**config.mk**
```make
export PLATFORM = sky130hd
export DESIGN_NAME = surf_wb_intercon_flat
export DESIGN_NICKNAME = d
export VERILOG_FILES = /design/src/rtl/surf_wb_intercon_if.sv /design/src/rtl/surf_wb_intercon.sv /design/src/flat_wrapper.sv
export SDC_FILE = /design/constraint.sdc
export NUM_CORES = 1
export LEC_CHECK = 0
export CAP_MARGIN = 20
export CORE_AREA = 2 2 184 186
export CTS_CLUSTER_DIAMETER = 40
export DETAILED_ROUTE_END_ITERATION = 8
export DIE_AREA = 0 0 186 188
export HOLD_SLACK_MARGIN = 0.08
export SYNTH_ARGS = -nofsm -noshare
export SYNTH_HDL_FRONTEND = slang
export SYNTH_SLANG_ARGS = --single-unit
```
**constraint.sdc**
```tcl
create_clock -name wb_clk_i -period 3 [get_ports wb_clk_i]
set_input_delay 0.45 -clock wb_clk_i [delete_from_list [all_inputs] [get_ports wb_clk_i]]
set_output_delay 0.45 -clock wb_clk_i [all_outputs]
set_load 0.03 [all_outputs]
```
**src/rtl/surf_wb_intercon_if.sv**
```systemverilog
// Bus bundle for the SURF WISHBONE interconnect: master-side strobes and
// responses, shared slave-window bus with per-window strobes, and the RFDC window.
// Port summary (directions as seen by the interconnect through modport slave):
//   m_cyc_i/m_stb_i/m_we_i/m_adr_i/m_dat_i/m_sel_i  in   per-master request, flattened
//   m_ack_o/m_err_o/m_dat_o                         out  per-master response, flattened
//   s_cyc_o/s_stb_o                                 out  per-window strobes
//   s_we_o/s_adr_o/s_dat_o/s_sel_o                  out  shared window bus
//   s_ack_i/s_dat_i                                 in   per-window response, flattened
//   rfdc_cyc_o/rfdc_stb_o/rfdc_we_o/rfdc_adr_o/rfdc_dat_o/rfdc_sel_o  out  RFDC request
//   rfdc_ack_i/rfdc_dat_i                           in   RFDC response
// Modport master is the environment view (bus masters plus the slave windows).
interface surf_wb_intercon_if #(
    parameter int NUM_MASTERS     = 2,
    parameter int NUM_SLAVES      = 4,
    parameter int ADDR_BITS       = 22,
    parameter int SLAVE_ADDR_BITS = 12,
    parameter int RFDC_ADDR_BITS  = 17,
    parameter int DATA_BITS       = 32
);
    localparam int SW = DATA_BITS / 8;

    logic [NUM_MASTERS-1:0]           m_cyc_i;
    logic [NUM_MASTERS-1:0]           m_stb_i;
    logic [NUM_MASTERS-1:0]           m_we_i;
    logic [NUM_MASTERS*ADDR_BITS-1:0] m_adr_i;
    logic [NUM_MASTERS*DATA_BITS-1:0] m_dat_i;
    logic [NUM_MASTERS*SW-1:0]        m_sel_i;
    logic [NUM_MASTERS-1:0]           m_ack_o;
    logic [NUM_MASTERS-1:0]           m_err_o;
    logic [NUM_MASTERS*DATA_BITS-1:0] m_dat_o;

    logic [NUM_SLAVES-1:0]            s_cyc_o;
    logic [NUM_SLAVES-1:0]            s_stb_o;
    logic                             s_we_o;
    logic [SLAVE_ADDR_BITS-1:0]       s_adr_o;
    logic [DATA_BITS-1:0]             s_dat_o;
    logic [SW-1:0]                    s_sel_o;
    logic [NUM_SLAVES-1:0]            s_ack_i;
    logic [NUM_SLAVES*DATA_BITS-1:0]  s_dat_i;

    logic                             rfdc_cyc_o;
    logic                             rfdc_stb_o;
    logic                             rfdc_we_o;
    logic [RFDC_ADDR_BITS-1:0]        rfdc_adr_o;
    logic [DATA_BITS-1:0]             rfdc_dat_o;
    logic [SW-1:0]                    rfdc_sel_o;
    logic                             rfdc_ack_i;
    logic [DATA_BITS-1:0]             rfdc_dat_i;

    modport slave (
        input  m_cyc_i, m_stb_i, m_we_i, m_adr_i, m_dat_i, m_sel_i,
        output m_ack_o, m_err_o, m_dat_o,
        output s_cyc_o, s_stb_o, s_we_o, s_adr_o, s_dat_o, s_sel_o,
        input  s_ack_i, s_dat_i,
        output rfdc_cyc_o, rfdc_stb_o, rfdc_we_o, rfdc_adr_o, rfdc_dat_o, rfdc_sel_o,
        input  rfdc_ack_i, rfdc_dat_i
    );

    modport master (
        output m_cyc_i, m_stb_i, m_we_i, m_adr_i, m_dat_i, m_sel_i,
        input  m_ack_o, m_err_o, m_dat_o,
        input  s_cyc_o, s_stb_o, s_we_o, s_adr_o, s_dat_o, s_sel_o,
        output s_ack_i, s_dat_i,
        input  rfdc_cyc_o, rfdc_stb_o, rfdc_we_o, rfdc_adr_o, rfdc_dat_o, rfdc_sel_o,
        output rfdc_ack_i, rfdc_dat_i
    );
endinterface

```
**src/rtl/surf_wb_intercon.sv**
```systemverilog
// WISHBONE classic interconnect for the SURF 22-bit register space: round-robin
// arbitration of NUM_MASTERS masters onto NUM_SLAVES 4 kB windows plus the RFDC
// upper half, with unmapped-address error, bus-hang timeout and sticky fault flag.
// Ports: wb_clk_i/wb_rst_i clock and async active-high reset; bus (modport slave)
// carries all master/slave/RFDC signals; grant_o one-hot grant (0 when idle);
// timeout_o sticky timeout flag, cleared by timeout_clr_i (a new timeout wins).
module surf_wb_intercon #(
    parameter int                   NUM_MASTERS     = 2,
    parameter int                   NUM_SLAVES      = 4,
    parameter int                   ADDR_BITS       = 22,
    parameter int                   SLAVE_ADDR_BITS = 12,
    parameter int                   RFDC_ADDR_BITS  = 17,
    parameter int                   DATA_BITS       = 32,
    parameter int                   TIMEOUT         = 255,
    parameter logic [DATA_BITS-1:0] TIMEOUT_DATA    = 32'hDEADBEEF,
    parameter logic [DATA_BITS-1:0] UNMAPPED_DATA   = 32'hBADADD00
) (
    input  logic                   wb_clk_i,
    input  logic                   wb_rst_i,
    surf_wb_intercon_if.slave      bus,
    output logic [NUM_MASTERS-1:0] grant_o,
    output logic                   timeout_o,
    input  logic                   timeout_clr_i
);
    localparam int AW   = ADDR_BITS;
    localparam int DW   = DATA_BITS;
    localparam int SW   = DATA_BITS / 8;
    localparam int IDXW = ADDR_BITS - 1 - SLAVE_ADDR_BITS;
    localparam int PW   = (NUM_MASTERS > 1) ? $clog2(NUM_MASTERS) : 1;
    localparam int CW   = $clog2(TIMEOUT + 1);

    typedef enum logic {IDLE, ACTIVE} state_t;

    state_t                 state_q, state_d;
    logic [NUM_MASTERS-1:0] grant_q, grant_d;
    logic [PW-1:0]          rr_q, rr_d;
    logic [CW-1:0]          cnt_q, cnt_d;
    logic                   unm_q, unm_d;
    logic                   timeout_q, timeout_d;

    logic                   gcyc, gstb, gwe;
    logic [AW-1:0]          gadr;
    logic [DW-1:0]          gdat;
    logic [SW-1:0]          gsel;
    logic                   active, is_rfdc, unmapped;
    logic [IDXW-1:0]        idx;
    logic                   req_stb, tgt_stb, tgt_ack, at_limit, tmo;
    logic [DW-1:0]          tgt_dat, rsp_dat;
    logic                   rsp_ack, rsp_err, unm_ack;
    logic [NUM_MASTERS-1:0] req;
    logic [NUM_MASTERS-1:0] m_ack, m_err;
    logic [NUM_MASTERS*DW-1:0] m_dat;
    logic [NUM_SLAVES-1:0]  s_cyc, s_stb;
    logic                   found;

    // Granted-master mux; grant is one-hot so an OR-reduction suffices.
    always_comb begin
        gcyc = 1'b0;
        gstb = 1'b0;
        gwe  = 1'b0;
        gadr = '0;
        gdat = '0;
        gsel = '0;
        for (int i = 0; i < NUM_MASTERS; i++) begin
            if (grant_q[i]) begin
                gcyc |= bus.m_cyc_i[i];
                gstb |= bus.m_stb_i[i];
                gwe  |= bus.m_we_i[i];
                gadr |= bus.m_adr_i[i*AW +: AW];
                gdat |= bus.m_dat_i[i*DW +: DW];
                gsel |= bus.m_sel_i[i*SW +: SW];
            end
        end
    end

    assign active   = (state_q == ACTIVE);
    assign is_rfdc  = gadr[AW-1];
    assign idx      = gadr[AW-2:SLAVE_ADDR_BITS];
    assign unmapped = !is_rfdc && (idx >= IDXW'(NUM_SLAVES));
    assign req_stb  = active && gcyc && gstb;
    assign tgt_stb  = req_stb && !unmapped;
    assign at_limit = (cnt_q == CW'(TIMEOUT));

    // Target response select and per-window strobe decode.
    always_comb begin
        tgt_ack = 1'b0;
        tgt_dat = '0;
        s_cyc   = '0;
        s_stb   = '0;
        if (is_rfdc) begin
            tgt_ack = bus.rfdc_ack_i;
            tgt_dat = bus.rfdc_dat_i;
        end else begin
            for (int k = 0; k < NUM_SLAVES; k++) begin
                if (idx == IDXW'(k)) begin
                    tgt_ack  = bus.s_ack_i[k];
                    tgt_dat  = bus.s_dat_i[k*DW +: DW];
                    s_cyc[k] = active && gcyc;
                    s_stb[k] = tgt_stb && !at_limit;
                end
            end
        end
    end

    // Timeout only fires if the slave did not ack in that same cycle. The
    // forced-low strobe depends on the count alone so a slave whose ack is
    // combinational on stb cannot form a loop through this block.
    assign tmo     = tgt_stb && at_limit && !tgt_ack;
    assign unm_ack = req_stb && unmapped && unm_q;
    assign rsp_ack = (tgt_stb && tgt_ack) || tmo || unm_ack;
    assign rsp_err = tmo || unm_ack;
    assign rsp_dat = tmo      ? TIMEOUT_DATA :
                     unmapped ? UNMAPPED_DATA : tgt_dat;

    always_comb begin
        m_ack = '0;
        m_err = '0;
        m_dat = '0;
        for (int i = 0; i < NUM_MASTERS; i++) begin
            if (grant_q[i]) begin
                m_ack[i]           = rsp_ack;
                m_err[i]           = rsp_err;
                m_dat[i*DW +: DW]  = rsp_dat;
            end
        end
    end

    assign req = bus.m_cyc_i & bus.m_stb_i;

    // Next-state: arbitration, release, timeout counter and fault flag.
    always_comb begin
        state_d   = state_q;
        grant_d   = grant_q;
        rr_d      = rr_q;
        found     = 1'b0;
        cnt_d     = (tgt_stb && !tgt_ack && !at_limit) ? cnt_q + CW'(1) : '0;
        unm_d     = req_stb && unmapped && !unm_q;
        timeout_d = tmo ? 1'b1 : (timeout_clr_i ? 1'b0 : timeout_q);
        unique case (state_q)
            IDLE: begin
                for (int off = 0; off < NUM_MASTERS; off++) begin
                    for (int i = 0; i < NUM_MASTERS; i++) begin
                        if (!found && req[i] &&
                            i == ((int'(rr_q) + off) % NUM_MASTERS)) begin
                            found      = 1'b1;
                            grant_d    = '0;
                            grant_d[i] = 1'b1;
                            rr_d       = PW'((i + 1) % NUM_MASTERS);
                        end
                    end
                end
                if (found) state_d = ACTIVE;
            end
            ACTIVE: begin
                if (!gcyc) begin
                    state_d = IDLE;
                    grant_d = '0;
                end
            end
            default: state_d = IDLE;
        endcase
    end

    always_ff @(posedge wb_clk_i or posedge wb_rst_i) begin
        if (wb_rst_i) begin
            state_q   <= IDLE;
            grant_q   <= '0;
            rr_q      <= '0;
            cnt_q     <= '0;
            unm_q     <= 1'b0;
            timeout_q <= 1'b0;
        end else begin
            state_q   <= state_d;
            grant_q   <= grant_d;
            rr_q      <= rr_d;
            cnt_q     <= cnt_d;
            unm_q     <= unm_d;
            timeout_q <= timeout_d;
        end
    end

    assign bus.m_ack_o    = m_ack;
    assign bus.m_err_o    = m_err;
    assign bus.m_dat_o    = m_dat;
    assign bus.s_cyc_o    = s_cyc;
    assign bus.s_stb_o    = s_stb;
    assign bus.s_we_o     = gwe;
    assign bus.s_adr_o    = gadr[SLAVE_ADDR_BITS-1:0];
    assign bus.s_dat_o    = gdat;
    assign bus.s_sel_o    = gsel;
    assign bus.rfdc_cyc_o = active && gcyc && is_rfdc;
    assign bus.rfdc_stb_o = tgt_stb && !at_limit && is_rfdc;
    assign bus.rfdc_we_o  = gwe;
    assign bus.rfdc_adr_o = gadr[RFDC_ADDR_BITS-1:0];
    assign bus.rfdc_dat_o = gdat;
    assign bus.rfdc_sel_o = gsel;
    assign grant_o        = grant_q;
    assign timeout_o      = timeout_q;
endmodule

```
**src/flat_wrapper.sv**
```systemverilog
// flat-port wrapper written by rule: the top's interface ports become plain ports
module surf_wb_intercon_flat 
#(
    parameter int                   NUM_MASTERS     = 2,
    parameter int                   NUM_SLAVES      = 4,
    parameter int                   ADDR_BITS       = 22,
    parameter int                   SLAVE_ADDR_BITS = 12,
    parameter int                   RFDC_ADDR_BITS  = 17,
    parameter int                   DATA_BITS       = 32,
    parameter int                   TIMEOUT         = 255,
    parameter logic [DATA_BITS-1:0] TIMEOUT_DATA    = 32'hDEADBEEF,
    parameter logic [DATA_BITS-1:0] UNMAPPED_DATA   = 32'hBADADD00
)
  (wb_clk_i, wb_rst_i, grant_o, timeout_o, timeout_clr_i, bus_m_cyc_i, bus_m_stb_i, bus_m_we_i, bus_m_adr_i, bus_m_dat_i, bus_m_sel_i, bus_m_ack_o, bus_m_err_o, bus_m_dat_o, bus_s_cyc_o, bus_s_stb_o, bus_s_we_o, bus_s_adr_o, bus_s_dat_o, bus_s_sel_o, bus_s_ack_i, bus_s_dat_i, bus_rfdc_cyc_o, bus_rfdc_stb_o, bus_rfdc_we_o, bus_rfdc_adr_o, bus_rfdc_dat_o, bus_rfdc_sel_o, bus_rfdc_ack_i, bus_rfdc_dat_i);
  surf_wb_intercon_if #(.NUM_MASTERS(NUM_MASTERS), .NUM_SLAVES(NUM_SLAVES), .ADDR_BITS(ADDR_BITS), .SLAVE_ADDR_BITS(SLAVE_ADDR_BITS), .RFDC_ADDR_BITS(RFDC_ADDR_BITS), .DATA_BITS(DATA_BITS)) bus_i ();
  input  logic wb_clk_i;
  input  logic wb_rst_i;
  output logic [NUM_MASTERS-1:0] grant_o;
  output logic timeout_o;
  input  logic timeout_clr_i;
  input wire logic [$bits(bus_i.m_cyc_i)-1:0] bus_m_cyc_i;
  input wire logic [$bits(bus_i.m_stb_i)-1:0] bus_m_stb_i;
  input wire logic [$bits(bus_i.m_we_i)-1:0] bus_m_we_i;
  input wire logic [$bits(bus_i.m_adr_i)-1:0] bus_m_adr_i;
  input wire logic [$bits(bus_i.m_dat_i)-1:0] bus_m_dat_i;
  input wire logic [$bits(bus_i.m_sel_i)-1:0] bus_m_sel_i;
  output wire logic [$bits(bus_i.m_ack_o)-1:0] bus_m_ack_o;
  output wire logic [$bits(bus_i.m_err_o)-1:0] bus_m_err_o;
  output wire logic [$bits(bus_i.m_dat_o)-1:0] bus_m_dat_o;
  output wire logic [$bits(bus_i.s_cyc_o)-1:0] bus_s_cyc_o;
  output wire logic [$bits(bus_i.s_stb_o)-1:0] bus_s_stb_o;
  output wire logic [$bits(bus_i.s_we_o)-1:0] bus_s_we_o;
  output wire logic [$bits(bus_i.s_adr_o)-1:0] bus_s_adr_o;
  output wire logic [$bits(bus_i.s_dat_o)-1:0] bus_s_dat_o;
  output wire logic [$bits(bus_i.s_sel_o)-1:0] bus_s_sel_o;
  input wire logic [$bits(bus_i.s_ack_i)-1:0] bus_s_ack_i;
  input wire logic [$bits(bus_i.s_dat_i)-1:0] bus_s_dat_i;
  output wire logic [$bits(bus_i.rfdc_cyc_o)-1:0] bus_rfdc_cyc_o;
  output wire logic [$bits(bus_i.rfdc_stb_o)-1:0] bus_rfdc_stb_o;
  output wire logic [$bits(bus_i.rfdc_we_o)-1:0] bus_rfdc_we_o;
  output wire logic [$bits(bus_i.rfdc_adr_o)-1:0] bus_rfdc_adr_o;
  output wire logic [$bits(bus_i.rfdc_dat_o)-1:0] bus_rfdc_dat_o;
  output wire logic [$bits(bus_i.rfdc_sel_o)-1:0] bus_rfdc_sel_o;
  input wire logic [$bits(bus_i.rfdc_ack_i)-1:0] bus_rfdc_ack_i;
  input wire logic [$bits(bus_i.rfdc_dat_i)-1:0] bus_rfdc_dat_i;
  assign bus_i.m_cyc_i = bus_m_cyc_i;
  assign bus_i.m_stb_i = bus_m_stb_i;
  assign bus_i.m_we_i = bus_m_we_i;
  assign bus_i.m_adr_i = bus_m_adr_i;
  assign bus_i.m_dat_i = bus_m_dat_i;
  assign bus_i.m_sel_i = bus_m_sel_i;
  assign bus_m_ack_o = bus_i.m_ack_o;
  assign bus_m_err_o = bus_i.m_err_o;
  assign bus_m_dat_o = bus_i.m_dat_o;
  assign bus_s_cyc_o = bus_i.s_cyc_o;
  assign bus_s_stb_o = bus_i.s_stb_o;
  assign bus_s_we_o = bus_i.s_we_o;
  assign bus_s_adr_o = bus_i.s_adr_o;
  assign bus_s_dat_o = bus_i.s_dat_o;
  assign bus_s_sel_o = bus_i.s_sel_o;
  assign bus_i.s_ack_i = bus_s_ack_i;
  assign bus_i.s_dat_i = bus_s_dat_i;
  assign bus_rfdc_cyc_o = bus_i.rfdc_cyc_o;
  assign bus_rfdc_stb_o = bus_i.rfdc_stb_o;
  assign bus_rfdc_we_o = bus_i.rfdc_we_o;
  assign bus_rfdc_adr_o = bus_i.rfdc_adr_o;
  assign bus_rfdc_dat_o = bus_i.rfdc_dat_o;
  assign bus_rfdc_sel_o = bus_i.rfdc_sel_o;
  assign bus_i.rfdc_ack_i = bus_rfdc_ack_i;
  assign bus_i.rfdc_dat_i = bus_rfdc_dat_i;
  surf_wb_intercon #(.NUM_MASTERS(NUM_MASTERS), .NUM_SLAVES(NUM_SLAVES), .ADDR_BITS(ADDR_BITS), .SLAVE_ADDR_BITS(SLAVE_ADDR_BITS), .RFDC_ADDR_BITS(RFDC_ADDR_BITS), .DATA_BITS(DATA_BITS), .TIMEOUT(TIMEOUT), .TIMEOUT_DATA(TIMEOUT_DATA), .UNMAPPED_DATA(UNMAPPED_DATA)) u_core (.wb_clk_i(wb_clk_i), .wb_rst_i(wb_rst_i), .bus(bus_i), .grant_o(grant_o), .timeout_o(timeout_o), .timeout_clr_i(timeout_clr_i));
endmodule
```
After elaboration in Yosys (flattened, before gate mapping)
Cells that the tools add are included.
W data, S select, Z words.
{ "word_totals": {"regBits": 14, "input_bits": 290, "out_inout_bits": 184, "word_cells": 129} }
{ "classes": {"n_addsub": 2, "n_lt_le_gt_ge": 1, "eq_ne": 7, "n_mux": 64, "n_bitwise": 9, "n_reduce_logical": 40} }
{ "op_table": {"columns": ["op", "count"], "rows": [
  ["$mux W32", 11],
  ["$logic_not A32 Y1", 2],
  ["$mux W22", 2],
  ["$mux W1", 39],
  ["$or A32 B32 Y32", 1],
  ["$logic_and A1 B1 Y1", 22],
  ["$or A22 B22 Y22", 1],
  ["$eq A9 B2 Y1 const B", 2],
  ["$mux W4", 4],
  ["$mux W2", 5],
  ["$eq A9 B1 Y1 const B", 1],
  ["$ge A9 B3 Y1 const B", 1],
  ["$logic_not A9 Y1", 1],
  ["$add A8 B1 Y8 const B", 1],
  ["$eq A8 B8 Y1 const B", 1],
  ["$logic_not A1 Y1", 8],
  ["$mux W8", 1],
  ["$ne A5 B1 Y1 const B", 1],
  ["$or A4 B4 Y4", 1],
  ["$pmux W2 S2", 1],
  ["$reduce_and A2 Y1", 2],
  ["$reduce_bool A4 Y1", 1],
  ["$logic_or A1 B1 Y1", 3],
  ["$or A1 B1 Y1", 3],
  ["other kinds (8)", 8]
]} }

Depth between registers and ports, before layout
{ "depth": {"ltp_word": 21, "depth_mapped": 7, "depth_no_buf": 6} }

Least setup slack after synthesis
No wires, ideal clock.
{ "synth_path": {"path_kind": "input -> output", "from": "input bus_m_adr_i[41]", "to": "output bus_s_stb_o[3]", "arrival_ps": 2719, "t_required_ps": 2550, "path_slack_ps": -169, "cell_stages": 6, "path_buffers": 1, "cell_sequence": "nor4_1 a21boi_0 nor3_2 clkbuf_1 nand2_1 nor4_1"} }
{ "synth_between": {"elab_chain_cells": 9, "word_cells_on_any_way": 10, "cone_classes": "1 x order compare; 1 x eq/ne; 3 x mux; 1 x bitwise; 4 x reduce/logical"} }
{ "synth_rtl": {"columns": ["element", "line_no", "source"], "rows": [
  ["start: declaration", "flat_wrapper.sv:24", "input wire logic [$bits(bus_i.m_adr_i)-1:0] bus_m_adr_i;"],
  ["$or A22 B22 Y22 (*)", "surf_wb_intercon.sv:69", "gadr |= bus.m_adr_i[i*AW +: AW];"],
  ["$mux W22 (*)", "surf_wb_intercon.sv:65", "if (grant_q[i]) begin"],
  ["$ge A9 B3 Y1", "surf_wb_intercon.sv:79", "assign unmapped = !is_rfdc && (idx >= IDXW'(NUM_SLAVES));"],
  ["$logic_and A1 B1 Y1", "surf_wb_intercon.sv:79", null],
  ["$logic_not A1 Y1", "surf_wb_intercon.sv:81", "assign tgt_stb = req_stb && !unmapped;"],
  ["$logic_and A1 B1 Y1", "surf_wb_intercon.sv:81", null],
  ["$logic_and A1 B1 Y1", "surf_wb_intercon.sv:99", "s_stb[k] = tgt_stb && !at_limit;"],
  ["$mux W1 (*)", "surf_wb_intercon.sv:95", "if (idx == IDXW'(k)) begin"],
  ["$mux W4 (*)", "surf_wb_intercon.sv:90", "if (is_rfdc) begin"],
  ["end: declaration", "flat_wrapper.sv:31", "output wire logic [$bits(bus_i.s_stb_o)-1:0] bus_s_stb_o;"]
]} }
Every way passes the cells marked *; elsewhere a longest branch is shown, timed or not.

Final worst setup path
{ "layout_path": {"from": "register u_core.grant_q[0], in the netlist u_core.grant_o[0]", "to": "output bus_m_dat_o[0]"} }
{ "layout_between": {"elab_chain_cells": 13, "word_cells_on_any_way": 36, "cone_classes": "1 x order compare; 3 x eq/ne; 19 x mux; 3 x bitwise; 10 x reduce/logical"} }
{ "layout_rtl": {"columns": ["element", "line_no", "source"], "rows": [
  ["start: declaration", "surf_wb_intercon.sv:35", "logic [NUM_MASTERS-1:0] grant_q, grant_d;"],
  ["start signal: assignment", "surf_wb_intercon.sv:174", "grant_q <= grant_d;"],
  ["$mux W22", "surf_wb_intercon.sv:65", null],
  ["$or A22 B22 Y22", "surf_wb_intercon.sv:69", null],
  ["$mux W22", "surf_wb_intercon.sv:65", null],
  ["$logic_not A9 Y1", "surf_wb_intercon.sv:95", null],
  ["$mux W1 (4 in a row)", "surf_wb_intercon.sv:95", null],
  ["$mux W1", "surf_wb_intercon.sv:90", null],
  ["$logic_not A1 Y1", "surf_wb_intercon.sv:108", "assign tmo = tgt_stb && at_limit && !tgt_ack;"],
  ["$logic_and A1 B1 Y1", "surf_wb_intercon.sv:108", null],
  ["$mux W32", "surf_wb_intercon.sv:112", "assign rsp_dat = tmo ? TIMEOUT_DATA :"],
  ["$mux W32 (*)", "surf_wb_intercon.sv:120", "if (grant_q[i]) begin"],
  ["end: declaration", "flat_wrapper.sv:29", "output wire logic [$bits(bus_i.m_dat_o)-1:0] bus_m_dat_o;"]
]} }
Marks and branches as above.

==> impl_metrics.tcl <==
set metrics [dict create \
    fill_cells 3425 \
    path_buf_inv 4 \
    grt-ovfl-total 0 \
    synthAdderAreaFrac_pct 0.374 \
    reg2reg_slack_ns 0.42 \
    required_ns 2.55 \
    seqCellArea_um2 358 \
    p_comb_share_pct 93.6 \
    place_inst 1244 \
    crit_family "compound AO/OA/AOI/OAI gates" \
    busiest_layer "met2" \
    htreeDepth 1 \
    use_met3_pct 2.93 \
    yosysTopAreaCellShare_pct 22.2 \
    arrival_ns 2.68 \
    tns_ns -4.14 \
    synth_compound_area_share_pct 40.1 \
    yosysTopAreaCell "mux4_2" \
    syn_to_final_growth_pct 185 \
    grt.total_usage_pct 14.8 \
    period_share_pct 104 \
    synth_xor_area_share_pct 1.57 \
    maxSlewViolCount 0 \
    wl_per_cell_um 22.5 \
    crit_path_cell_trace "a22oi_2 -> inv_2 -> mux4_2 -> o41ai_4 -> nand2_4 -> buf_6 -> buf_16 -> a21boi_2 -> buf_6" \
    status "finished, violations left" \
    dp_slack_ns -0.360 \
    drive_gt1_share_pct 35.0 \
    worst_slack_ns -0.127 \
    cts_tree "yes" \
    yosys.area_share.simple_pct 9.13 \
    grt_pass1_vias 5489 \
    synth_top_family_by_area "compound AO/OA/AOI/OAI gates" \
    cp-start-kind "register" \
    met2_usage_pct 28.3 \
    min_path_type "register to register" \
    drc_errors 0 \
    yosysSeqAreaShare_pct 10.5 \
    drtPass1Iterations 4 \
    synth.distinct_cells 36 \
    path_class "register to output pin" \
    clkLatencyLatePin_ns 0.24 \
    cp-end-kind "output pin" \
    postRouteAntennaNets 0 \
    io_pins 474 \
    hold_viol 0 \
    synth_area_leaders "mux4_2 22%, a22o_1 14%, buf_4 11%" \
    critical_path.slowest_cell "dfrtp_4" \
    hold_slack_ns 0.456 \
    syn_inst 369 \
    vias 5282 \
    syn_area_um2 3340 \
    clockPowerShare_pct 3.3 \
    antenna_cells 0 \
    antenna_found_initial 1 \
    max_freq_mhz 320 \
    rows 67 \
    dieArea_um2 35000 \
    failed_checks "setup timing" \
    period_minus_slack_ns 3.13 \
    grt_util_met1_pct 16.4 \
    cp_common_cell "buf_6" \
    vias_per_cell 4.17 \
    nets 1111 \
    final_cells 1267 \
    rsz0062_at_grt "true" \
    seqPwrFrac_pct 3.1 \
    path_max_fanout 7 \
    multi_input_area_um2 2980 \
    worst_pin_slew_ns 0.544 \
    syn_nets 660 \
    core_um2 33100 \
    setup_violations 55 \
    gp_congestion 0.774 \
    grt_pass1_wl_um 37700 \
    p_switching_uw 4500 \
    cts.sinks 14 \
    synth.avg_cell_area_um2 9.06 \
    numPortBuffers 473 \
    die_w_um 186 \
    power_density_nw_per_um2 892 \
    clock_skew_ns 0.00181 \
    switching_share_pct 52.9 \
    intPower_uw 4010 \
    muxShareOfSynthArea_pct 22.2 \
    cts_buffers 3 \
    relSlewSlack_pct 63.7 \
    cts_root_buf "clkbuf_16" \
    clkTransAtPathRegs_ns 0.05 \
    dr.first_iter.drc_count 141 \
    ir_drop_v 0.000536 \
    die_height_um 188 \
    p_leak_uw 0.00361 \
    ys_seq_elements 14 \
    start_util_pct 10.1 \
    dp_hpwl_um 23100 \
    cap_violations 0 \
    cts_buffer_depth 2 \
    critPathMaxStageDelay_ns 0.52 \
    grt_max_degree 59 \
    synth_warnings 0 \
    totalWireLength_um 28500 \
]
registers in the layout (all words and copies together) (netlist names):
register and flops:
u_core.cnt_q 8, u_core.rr_q 1, u_core.unm_q 1, u_core.active 1
u_core.grant_o 2, u_core.timeout_o 1
final timing paths:
kind                                               start                       endpoint  cells after the start
min in group asynchronous                       wb_rst_i        u_core.rr_q$_DFFE_PP0P_                      2
max in group asynchronous                       wb_rst_i  u_core.grant_o[0]$_DFFE_PP0P_                      2
setup / recovery           u_core.grant_o[0]$_DFFE_PP0P_                 bus_m_dat_o[0]                      9
setup reg to reg           u_core.grant_o[0]$_DFFE_PP0P_      u_core.cnt_q[6]$_DFF_PP0_                     10
hold reg to reg                   u_core.unm_q$_DFF_PP0_         u_core.unm_q$_DFF_PP0_                      1
hold / removal                    u_core.unm_q$_DFF_PP0_         u_core.unm_q$_DFF_PP0_                      1
cells in the mapped netlist:
cell type / number
a21boi_0: 25
a21boi_1: 31
a21oi_1: 1
a22o_1: 55
a22oi_1: 29
a22oi_2: 1
and3_1: 2
buf_1: 6
buf_2: 4
buf_4: 49
clkbuf_1: 29
dfrtp_1: 14
ha_1: 1
inv_1: 4
inv_2: 1
mux4_2: 33
nand2_1: 10
nand2b_1: 2
nand3_1: 5
nand4_1: 1
nand4b_1: 1
nor2_1: 15
nor2b_1: 4
nor3_1: 7
nor3_2: 1
nor4_1: 7
o211a_1: 1
o21a_1: 1
o21ai_0: 5
o221a_2: 12
o41ai_4: 1
or2_2: 3
or3_1: 1
or4_1: 1
xnor2_1: 2
xor2_1: 4
what timing repair did:
item,in CTS,in global routing
pin swaps,15,10
hold buffers,0,0
gates cloned,6,1
endpoints found under the setup margin,80,72
resized for setup,107,66
buffers inserted,11,5
cell families (layout without fill, tap and decap cells):
family,after synthesis,in the layout
flip-flops,14,14
adder cells (fa/ha/maj),1,1
AND/OR/NAND/NOR,60,60
AO/OA/AOI/OAI,162,162
XOR/XNOR,6,6
multiplexers,33,33
buffers and inverters,93,543
routing by layer:
metal / vias to the layer above / routed length [µm]
li1: 2341 / -
met1: 2539 / 10400
met2: 359 / 14800
met3: 41 / 2460
met4: 2 / 864
met5: - / 13
layout make-up:
class / count / area share [%]
clock buffer: 4 / 0.932
inverter: 5 / 0.197
multi-input combinational: 262 / 31.3
sequential: 14 / 3.75
tap: 448 / 5.88
timing repair buffer: 534 / 58.0
power by group through the flow:
stage / combinational, µW / sequential (µW) / clock, µW
2_1_floorplan: 4120 / 262 / 0
3_3_place_gp: 7050 / 272 / 0
3_5_place_dp: 7050 / 269 / 0
4_1_cts: 7680 / 266 / 282
5_1_grt: 8320 / 267 / 294
6_report: 7970 / 261 / 280
stage by stage:
stage,utilization (%),power [µW],instance area [µm²]
finish,28.8,8510,9530
global route,28.8,8880,9530
CTS,28.0,8230,9260
detailed placement,25.9,7310,8580
global placement,25.9,7320,8580
floorplan,-,4390,3480
layout by cell type, fill, tap and decap left out, types with 5 or more instances in the layout:
| cell | netlist | final |
|---|---|---|
| a21boi_2 | 0 | 34 |
| a21boi_4 | 0 | 15 |
| clkdlybuf4s50_1 | 0 | 371 |
| nand2_1 | 10 | 9 |
| a22o_1 | 55 | 54 |
| nand3_1 | 5 | 5 |
| nor3_2 | 1 | 5 |
| o221a_4 | 0 | 8 |
| buf_12 | 0 | 21 |
| nor4_2 | 0 | 6 |
| buf_4 | 49 | 70 |
| nor2_1 | 15 | 15 |
| mux4_2 | 33 | 33 |
| dlygate4sd2_1 | 0 | 7 |
| dfrtp_1 | 14 | 12 |
| a22oi_1 | 29 | 23 |
| buf_6 | 0 | 57 |
| a22oi_2 | 1 | 7 |
No activity file was read; power rests on OpenSTA's default activity.
